## src/rtl/math_pkg.sv

```systemverilog
// Shared definitions for the 48-bit adder family.
//   MATH_ADD48_W  : operand width
//   MATH_TAG_ID_W : requester-ID field width in a tag, sized for up to 16 requesters
//   add48_lat()   : adder latency for the selected implementation
//   add48_tag_t   : {vld, id} record carried alongside an in-flight addition
package math_pkg;

   localparam int unsigned MATH_ADD48_W  = 48;
   localparam int unsigned MATH_TAG_ID_W = 4;

   function automatic int unsigned add48_lat(input int unsigned use_fabric);
      return (use_fabric != 0) ? 1 : 2;
   endfunction

   typedef struct packed {
      logic                     vld;
      logic [MATH_TAG_ID_W-1:0] id;
   } add48_tag_t;

endpackage

```

## src/rtl/math_add_48.sv

```systemverilog
// 48-bit unsigned adder producing a 49-bit sum (bit 48 = carry).
//   clk  : clock
//   rst  : synchronous reset, active-high
//   ena  : clock enable for all pipeline registers
//   dina : operand A
//   dinb : operand B
//   dout : dina + dinb, available after 1 (fabric) or 2 (DSP) clocks
module math_add_48
   import math_pkg::*;
#(
   parameter int unsigned USE_FABRIC = 0
) (
   input  logic                    clk,
   input  logic                    rst,
   input  logic                    ena,
   input  logic [MATH_ADD48_W-1:0] dina,
   input  logic [MATH_ADD48_W-1:0] dinb,
   output logic [MATH_ADD48_W:0]   dout
);

   generate
      if (USE_FABRIC != 0) begin : g_fabric
         always_ff @(posedge clk) begin
            if (rst) begin
               dout <= '0;
            end else if (ena) begin
               dout <= {1'b0, dina} + {1'b0, dinb};
            end
         end
      end else begin : g_dsp
         // Input register then output register, matching a DSP slice A/B + P stage.
         logic [MATH_ADD48_W-1:0] a_r;
         logic [MATH_ADD48_W-1:0] b_r;

         always_ff @(posedge clk) begin
            if (rst) begin
               a_r  <= '0;
               b_r  <= '0;
               dout <= '0;
            end else if (ena) begin
               a_r  <= dina;
               b_r  <= dinb;
               dout <= {1'b0, a_r} + {1'b0, b_r};
            end
         end
      end
   endgenerate

endmodule

```

## src/rtl/rr_arb_onehot.sv

```systemverilog
// Combinational round-robin arbiter.
//   req       : request vector
//   ptr       : highest-priority index; scanning proceeds upward modulo NUM_REQ
//   grant     : one-hot grant, zero when no request
//   grant_idx : binary index of the granted requester (0 when none)
//   grant_vld : any request granted
module rr_arb_onehot #(
   parameter int unsigned NUM_REQ = 4,
   parameter int unsigned ID_W    = $clog2(NUM_REQ)
) (
   input  logic [NUM_REQ-1:0] req,
   input  logic [ID_W-1:0]    ptr,
   output logic [NUM_REQ-1:0] grant,
   output logic [ID_W-1:0]    grant_idx,
   output logic               grant_vld
);

   always_comb begin
      int unsigned idx;
      logic [ID_W-1:0] idx_w;
      grant     = '0;
      grant_idx = '0;
      grant_vld = 1'b0;
      idx       = 0;
      idx_w     = '0;
      // Walk offsets from farthest to nearest so the nearest requester to ptr wins.
      for (int unsigned k = NUM_REQ; k > 0; k--) begin
         idx   = (32'(ptr) + k - 1) % NUM_REQ;
         idx_w = idx[ID_W-1:0];
         if (req[idx_w]) begin
            grant        = '0;
            grant[idx_w] = 1'b1;
            grant_idx    = idx_w;
            grant_vld    = 1'b1;
         end
      end
   end

endmodule

```

## src/rtl/math_add_48_arb.sv

```systemverilog
// Shares one math_add_48 between NUM_REQ requesters.
//   clk       : clock
//   rst_n     : asynchronous reset, active-low
//   req_valid : per-requester operand valid
//   req_ready : per-requester accept (one-hot or zero), combinational from req_valid and ptr
//   req_dina  : packed operand A, requester i at [48*i +: 48]
//   req_dinb  : packed operand B, same packing
//   res_valid : single-cycle result strobe
//   res_id    : requester owning res_sum
//   res_sum   : 49-bit unsigned sum, bit 48 = carry
//   busy      : an accepted operation has not yet produced its result
module math_add_48_arb
   import math_pkg::*;
#(
   parameter  int unsigned NUM_REQ    = 4,
   parameter  int unsigned USE_FABRIC = 0,
   localparam int unsigned ID_W       = $clog2(NUM_REQ),
   localparam int unsigned ADD_LAT    = add48_lat(USE_FABRIC)
) (
   input  logic                           clk,
   input  logic                           rst_n,
   input  logic [NUM_REQ-1:0]             req_valid,
   output logic [NUM_REQ-1:0]             req_ready,
   input  logic [NUM_REQ*MATH_ADD48_W-1:0] req_dina,
   input  logic [NUM_REQ*MATH_ADD48_W-1:0] req_dinb,
   output logic                           res_valid,
   output logic [ID_W-1:0]                res_id,
   output logic [MATH_ADD48_W:0]          res_sum,
   output logic                           busy
);

   localparam logic [ID_W-1:0] LAST_IDX = ID_W'(NUM_REQ - 1);

   logic [NUM_REQ-1:0]      grant;
   logic [ID_W-1:0]         gnt_idx;
   logic                    gnt_vld;
   logic                    xfer;
   logic [ID_W-1:0]         ptr;

   logic [MATH_ADD48_W-1:0] mux_a;
   logic [MATH_ADD48_W-1:0] mux_b;

   logic                    iss_vld;
   logic [ID_W-1:0]         iss_id;
   logic [MATH_ADD48_W-1:0] iss_a;
   logic [MATH_ADD48_W-1:0] iss_b;

   logic [MATH_ADD48_W:0]   add_sum;

   add48_tag_t              tag_in;
   add48_tag_t              tag_q [ADD_LAT];

   // ---------------- arbitration ----------------
   rr_arb_onehot #(
      .NUM_REQ (NUM_REQ),
      .ID_W    (ID_W)
   ) u_arb (
      .req       (req_valid),
      .ptr       (ptr),
      .grant     (grant),
      .grant_idx (gnt_idx),
      .grant_vld (gnt_vld)
   );

   // Ready is held low while reset is asserted so nothing is accepted then.
   always_comb begin
      req_ready = rst_n ? grant : '0;
      xfer      = gnt_vld & rst_n;
   end

   always_ff @(posedge clk or negedge rst_n) begin
      if (!rst_n) begin
         ptr <= '0;
      end else if (xfer) begin
         ptr <= (gnt_idx == LAST_IDX) ? '0 : gnt_idx + 1'b1;
      end
   end

   // ---------------- operand mux ----------------
   always_comb begin
      mux_a = '0;
      mux_b = '0;
      for (int unsigned i = 0; i < NUM_REQ; i++) begin
         if (grant[i]) begin
            mux_a = req_dina[MATH_ADD48_W*i +: MATH_ADD48_W];
            mux_b = req_dinb[MATH_ADD48_W*i +: MATH_ADD48_W];
         end
      end
   end

   // ---------------- issue register ----------------
   always_ff @(posedge clk or negedge rst_n) begin
      if (!rst_n) begin
         iss_vld <= 1'b0;
         iss_id  <= '0;
         iss_a   <= '0;
         iss_b   <= '0;
      end else begin
         iss_vld <= xfer;
         if (xfer) begin
            iss_id <= gnt_idx;
            iss_a  <= mux_a;
            iss_b  <= mux_b;
         end
      end
   end

   // ---------------- shared adder ----------------
   math_add_48 #(
      .USE_FABRIC (USE_FABRIC)
   ) u_add (
      .clk  (clk),
      .rst  (~rst_n),
      .ena  (1'b1),
      .dina (iss_a),
      .dinb (iss_b),
      .dout (add_sum)
   );

   // ---------------- tag pipeline ----------------
   // Depth equals the adder latency so each tag emerges with its sum.
   always_comb begin
      tag_in.vld = iss_vld;
      tag_in.id  = MATH_TAG_ID_W'(iss_id);
   end

   always_ff @(posedge clk or negedge rst_n) begin
      if (!rst_n) begin
         for (int unsigned i = 0; i < ADD_LAT; i++) begin
            tag_q[i] <= '0;
         end
      end else begin
         tag_q[0] <= tag_in;
         for (int unsigned i = 1; i < ADD_LAT; i++) begin
            tag_q[i] <= tag_q[i-1];
         end
      end
   end

   always_comb begin
      res_valid = tag_q[ADD_LAT-1].vld;
      res_id    = ID_W'(tag_q[ADD_LAT-1].id);
      res_sum   = add_sum;
   end

   always_comb begin
      busy = iss_vld;
      for (int unsigned i = 0; i < ADD_LAT; i++) begin
         busy = busy | tag_q[i].vld;
      end
   end

endmodule

```

## config.mk

```make
export PLATFORM = sky130hd
export DESIGN_NAME = math_add_48_arb
export DESIGN_NICKNAME = d
export VERILOG_FILES = /design/src/rtl/math_pkg.sv /design/src/rtl/math_add_48.sv /design/src/rtl/rr_arb_onehot.sv /design/src/rtl/math_add_48_arb.sv
export SDC_FILE = /design/constraint.sdc
export NUM_CORES = 1
export LEC_CHECK = 0
export ABC_AREA = 0
export CAP_MARGIN = 20
export CORE_ASPECT_RATIO = 1.25
export CORE_MARGIN = 1.5
export CORE_UTILIZATION = 42
export CTS_CLUSTER_DIAMETER = 50
export DETAILED_ROUTE_END_ITERATION = 10
export PLACE_DENSITY_LB_ADDON = 0.08
export SLEW_MARGIN = 5
export SYNTH_ARGS = -nofsm -noshare
export SYNTH_HDL_FRONTEND = slang
export SYNTH_SLANG_ARGS = --single-unit
```

## constraint.sdc

```tcl
create_clock -name clk -period 3.1 [get_ports clk]
set_clock_uncertainty 0.15 [all_clocks]
set_input_delay 0.31 -clock clk [delete_from_list [all_inputs] [get_ports clk]]
set_output_delay 0.31 -clock clk [all_outputs]
set_load 0.01 [all_outputs]
```

== Word-level counts from Yosys, hierarchy flattened ==
Index checks and enable logic that the tools add are counted.
Storage, ports and cells
  flip-flop bits (word level): 252
  input bits: 390
  output and inout bits: 57
Operators by class
  add/subtract/negate cells: 10
  order comparisons: 8
  eq/ne operators: 1
  mux-type cells: 38
  bitwise gates (word level): 3
  reductions and logical operators: 4
Operator list (count)
  two-way mux 48 bit: 8
  adder 48 x 48 -> 49 bit: 1
  two-way mux 4 bit: 5
  < comparator 2 x 3 -> 1 bit, second input constant: 4
  two-way mux 1 bit: 12
  two-way mux 2 bit: 5
  binary-select mux 1 bit (select 2 bit): 4
  demux 1 bit (select 2 bit): 4
  greater-or-equal comparator 2 x 1 -> 1 bit, second input constant: 4
  subtractor 2 x 1 -> 2 bit, second input constant: 4
  adder 2 x 1 -> 2 bit, second input constant: 3
  adder 2 bit, second input constant: 2
  logical AND 1 bit: 4
  == test 2 bit, second input constant: 1
  OR 1 bit: 2
  AND 1 bit: 1

== Depth between registers and ports, before layout ==
  depth after elaboration: 14
  depth in mapped cells: 14

== Hierarchy ==
From an unflattened synthesis, not the netlist that was laid out.
Second synthesis, totals
  cells, all modules: 1531
  area total of the unflattened synthesis: 14227.4 µm²
By module, submodules not included
  math_add_48: times used 1, cells each 868, area each 7766.2 µm², seq. area each 2902.8 µm²
  math_add_48_arb: times used 1, cells each 595, area each 5936.9 µm², seq. area each 2677.6 µm²
  rr_arb_onehot: times used 1, cells each 68, area each 524.3 µm², seq. area each 0.0 µm²

== Worst setup path after synthesis ==
No wires, ideal clock.
  path type: reg2out
  start point: register ptr[0]
  end point: output req_ready[1]
  arrival: 2.944 ns
  slack: -0.304 ns
  stages on the path, launching flop included: 12
  buffers on the path: 4
  cells stage by stage: dfrtp_1 -> clkbuf_1 -> inv_1 -> ha_1 -> mux4_2 -> nor2b_1 -> a31oi_1 -> a21o_1 -> buf_2 -> buf_2 -> buf_2 -> and2_1
On the way
  longest elaborated chain between the ends: 11
  elaborated cells on any way between the ends: 41
  classes of those cells: add/sub (8); order compare (8); mux (21); reduce/logical (4)
Ends and longest elaborated chain
  start, declared: line math_add_48_arb.sv:38  | logic [ID_W-1:0] ptr;
  start signal, assigned: line math_add_48_arb.sv:75  | ptr <= (gnt_idx == LAST_IDX) ? '0 : gnt_idx + 1'b1;
  adder 2 x 1 -> 2 bit: line rr_arb_onehot.sv:28  | idx = (32'(ptr) + k - 1) % NUM_REQ;
  subtractor 2 x 1 -> 2 bit: line rr_arb_onehot.sv:28
  < comparator 2 x 3 -> 1 bit (not written as such) or greater-or-equal comparator 2 x 1 -> 1 bit (tied branches): line rr_arb_onehot.sv:32  | grant[idx_w] = 1'b1;
  logical AND 1 bit (not written as such): line rr_arb_onehot.sv:32
  two-way mux 1 bit (not written as such): line rr_arb_onehot.sv:32
  demux 1 bit (select 2 bit)
  two-way mux 4 bit (3 in series): line rr_arb_onehot.sv:30  | if (req[idx_w]) begin
  two-way mux 4 bit (*): line rr_arb_onehot.sv:30
  two-way mux 4 bit (*): line math_add_48_arb.sv:67  | req_ready = rst_n ? grant : '0;
  end, declared: line math_add_48_arb.sv:23  | output logic [NUM_REQ-1:0] req_ready,
Mark *: on every way between the ends. The rest lies on a longest branch, timed or not. The select of a mux whose other input is x is not followed.

== Worst setup path after layout ==
  start point: register ptr[0]
  end point: register iss_b[5]
On the way
  longest elaborated chain between the ends: 14
  elaborated cells on any way between the ends: 49
  classes of those cells: add/sub (8); order compare (8); mux (28); bitwise (1); reduce/logical (4)
Ends and longest elaborated chain
  adder 2 x 1 -> 2 bit: line rr_arb_onehot.sv:28
  subtractor 2 x 1 -> 2 bit: line rr_arb_onehot.sv:28
  < comparator 2 x 3 -> 1 bit (not written as such) or greater-or-equal comparator 2 x 1 -> 1 bit (tied branches): line rr_arb_onehot.sv:32
  logical AND 1 bit (not written as such): line rr_arb_onehot.sv:32
  two-way mux 1 bit (not written as such): line rr_arb_onehot.sv:32
  demux 1 bit (select 2 bit)
  two-way mux 4 bit (4 in series): line rr_arb_onehot.sv:30
  two-way mux 48 bit (4 in series): line math_add_48_arb.sv:84  | if (grant[i]) begin
  end signal, assigned: line math_add_48_arb.sv:103  | iss_b <= mux_b;
  end, declared: line math_add_48_arb.sv:46  | logic [MATH_ADD48_W-1:0] iss_b;
Several ways; a longest one is shown, not always the timed one. The select of a mux whose other input is x is not followed.
A chain may end at the register's enable or synchronous reset.

==> impl_summary.md <==
Global route
The number of global-route vias before repair was 13.9k. The residual overflow from global routing is 0. Entering global routing, the biggest net connects 78 pins. The number of antenna violations at the first check in global routing was 11. The first global-routing pass estimated 77.3 mm of wire. The global-route usage over all layers is 30.6%.

Synthesis
The mean cell area of the mapped netlist is 8.41 sq um. The number of enable flip-flop cells after synthesis is 0. The number of synthesized register bits is 252. The synthesized netlist devotes 23.9% of its cell area to compound gates. The synthesized netlist cell count is 1577. The commonest cells after synthesis are 164 x a21oi_1, 162 x nand2_1, 159 x nor2_1.

The post-synthesis simple-gate area fraction is 20.8%. Synthesis produced a netlist with a net count of 2021. The netlist uses 61 different library cells.

Sequential cells were found to cover 42.1% of the synthesized design area. The synthesized netlist devotes 2.05% of its cell area to XOR and XNOR gates. The cell type with the largest total area after synthesis is dfxtp_1. The total of warnings raised by yosys is 0.

By area the synthesized netlist is led by dfxtp_1 22%, dfrtp_1 20%, a21oi_1 6.2%. Counting flops with an async set or reset pin after synthesis yields a share of 42.5%. Summing the areas of all fa, ha and maj instances in the mapped netlist gives 5.15% of the synthesized area. The commonest register cell after synthesis is dfxtp_1. a21oi_1 is the most common cell in the netlist. In this run the cell area of the synthesized design comes to 13300 sq um.

The share of the synthesized area in the top cell type is 21.9%. The combinational family with the most area after synthesis is compound AO/OA/AOI/OAI gates. Of the post-synthesis cell area, the part taken by muxes is 1.60%.

Critical path
The category of the worst setup path capture point is a register. The type of the worst setup path is reg2reg. The data required time at the worst endpoint is 3.42 ns.

The signal on the critical path passes through mux4_2 -> or4b_4 -> a311o_1 -> a221oi_4 -> buf_6 -> buf_16 -> a221oi_1 -> buf_4 -> nor3_2 -> a21oi_1 -> o21ai_1. Along the worst path, the maximum fanout reaches 17. On the worst path, the slowest cell contributes a delay of 0.57 ns. The worst setup path is launched from a register. The arrival time of data at the critical path endpoint is 3.63 ns. The cell type of the slowest stage on the worst timing path is mux4_2.

Floorplan
The core box area is 31000 sq um. In this run the horizontal extent of the chip is 162 microns. For this configuration, the core starts out at a cell density of 42.8%. The die area is 32700 sq um.

The standard-cell row count is 72. For this design the top-level I/O count stands at 447. The die is 202 microns tall.

Timing
The hold violation count in the final report is 0. For the pin with the worst max-slew slack, the measured transition is 0.755 ns. The setup-violating endpoint count in the final report is 97. Across all setup checks in the final design, the least slack found is -0.209 ns. The tightest slew margin relative to the limit is 49.7%.

Of the available clock period, the critical path in the final layout requires 107%. The count of final max-slew check failures is 0. Setup repair after global routing could not meet its margin everywhere. The fmax is 302 MHz. The worst path in the final design needs a cycle of 3.31 ns, including I/O delays and setup.

Drt
The total wire length after detailed routing is 52.9 mm. The number of search-and-repair iterations in the first detailed-routing pass is 5. Dividing the detail-routed via count by the number of cells gives 5.52. The count of vias placed by the detailed router is 14.1k. The number of DRC markers in iteration 0 is 860. Once detail routing completed, the nets flagged for antenna violations numbered 0. Dividing the detail-routed wire length by the instance count gives 20.8 microns.

The residual DRC count is 0.

Layout
Relative to the synthesized area, the layout overhead comes to 60.6%. In the final design database the tool counted 2556 nets. Cells fill 68.8% of the core in the end. The share of cells above drive strength 1 is 17.8%. Fill cells in the final layout number 2562.

Place
OpenSTA, run right after detailed placement, puts the worst setup slack at -0.628 ns. The HPWL after detailed placement is 39.2 mm. Buffers placed on the I/O ports in this run total 446. The congestion estimate from routability-driven global placement came to 0.907.

Worst hold path
The class of the worst hold path is in2async.

Clock network
In this run the clock root is driven by a clkbuf_16. The number of sinks on the clock net is 252. Counting along the longest clock path gives a buffer depth of 3. The clock reaches the later pin of the worst-skew pair after 0.55 ns. The TritonCTS clock tree is built. The number of clock buffers inserted by TritonCTS is 27. CTS built an H-tree with a depth of 1.

The clock slew at the register clock pins of the worst setup and hold paths is 0.06 ns.

Power and ir drop
The leakage power summed over all cells is 8.70 nW. IR analysis of the VDD net gives a maximum drop of 1.08 mV. For this design the ratio of total power to cell area is 1170 nW/um^2.

Overall power consumption after layout is estimated at 24.9 mW.

Outcome
The run finished, with violations left. The final reports fail on setup timing.

Flow run
The number of max-capacitance violations reported is 0.
[routing by layer]
metal | GRT usage [%] | wire, microns | vias up | part of all wire, %
met2 | 52.4 | 25600 | 537 | 49
met5 | 0 | 40 | - | 0.076
li1 | - | - | 6749 | -
met1 | 38.9 | 21800 | 6677 | 41
met4 | 9.40 | 1700 | 6 | 3.2
met3 | 5.90 | 3650 | 94 | 6.9
[repair_timing]
item                                    4_1_cts  5_1_grt
endpoints found under the setup margin      108      113
pin swaps                                    41       54
hold buffers                                  1        0
gates resized for setup                     151       93
cloned                                        3        7
hold endpoints to repair                     77        0
setup buffers                                19       11
[critical path, delay by kind of cell (launching register included)]
kind | cells | cell delay [ns]
compound gates | 5 | 0.87
flops | 1 | 0.39
simple gates | 2 | 0.67
mux | 1 | 0.57
buf+inv | 3 | 0.56
[power by group]
part	internal [mW]	switching (mW)
Sequential	4.45	0.557
Combinational	7.80	8.74
Clock	2.02	1.36
Total	14.3	10.7
[cells by family (layout without fill, tap and decap cells)]
logic type / after synthesis / after routing
other: 0 / 7
muxes: 17 / 17
xor gates and xnor gates: 31 / 31
AOI/OAI and AO/OA: 494 / 494
buffers and inverters: 140 / 695
DFF: 252 / 252
and+or+nand+nor: 589 / 589
adders and majority gates: 54 / 54
[per-stage QoR]
stage	cell area, sq um	std cells	hold WS [ns]	setup TNS, ns
global placement	19200	2459	0.0470	-43.66
global route	21300	2544	0.0505	-23.19
CTS	20700	2525	0.0331	-10.29
floorplan	13300	1577	-0.136	0
finish	21300	2546	0.0560	-10.92
detailed placement	19200	2459	0.0474	-48.47
[area by class of cell]
class | count | area [sq um] | area share (%)
flip-flops and latches | 252 | 5580 | 26.2
multi-input cells | 1185 | 7870 | 36.9
well taps | 407 | 509 | 2.39
inverters | 18 | 70.1 | 0.329
diodes | 7 | 17.5 | 0.0822
clock inverters | 15 | 203 | 0.951
repair buffers | 628 | 6320 | 29.7
clock buffers | 34 | 732 | 3.44
[layout by cell type, fill, tap and decap left out, types with 41 or more instances in the layout]
cell,instances
a221oi_2,45
clkdlybuf4s50_1,441
a221oi_1,45
dfxtp_1,144
o21ai_1,92
and2_1,104
nor3_1,82
buf_4,135
a21oi_1,141
dfrtp_1,105
nand2_1,160
o21ai_0,41
ha_1,51
nor2_1,159
[flip-flops by register name, indices dropped and copies added (netlist names)]
| signal | flops |
|---|---|
| tag_q | 3 |
| iss_vld | 1 |
| iss_id | 2 |
| u_add.g_dsp.b_r | 48 |
| res_id | 2 |
| iss_a | 48 |
| ptr | 2 |
| u_add.dout | 49 |
| u_add.g_dsp.a_r | 48 |
| res_valid | 1 |
| iss_b | 48 |
[worst paths after layout]
check | cells past startpoint | slack [ns] | from | to
setup / recovery | 11 | -0.21 | ptr[0] | iss_b[5]
hold / removal | 2 | 0.06 | rst_n | iss_b[40]
setup reg to reg | 11 | -0.21 | ptr[0] | iss_b[5]
hold reg to reg | 0 | 0.21 | tag_q[6] | res_id[1]
max in group asynchronous | 3 | 1.71 | rst_n | iss_b[17]
min in group clk | 0 | 0.21 | tag_q[6] | res_id[1]
Note: power is estimated with default switching activity, not from simulation.
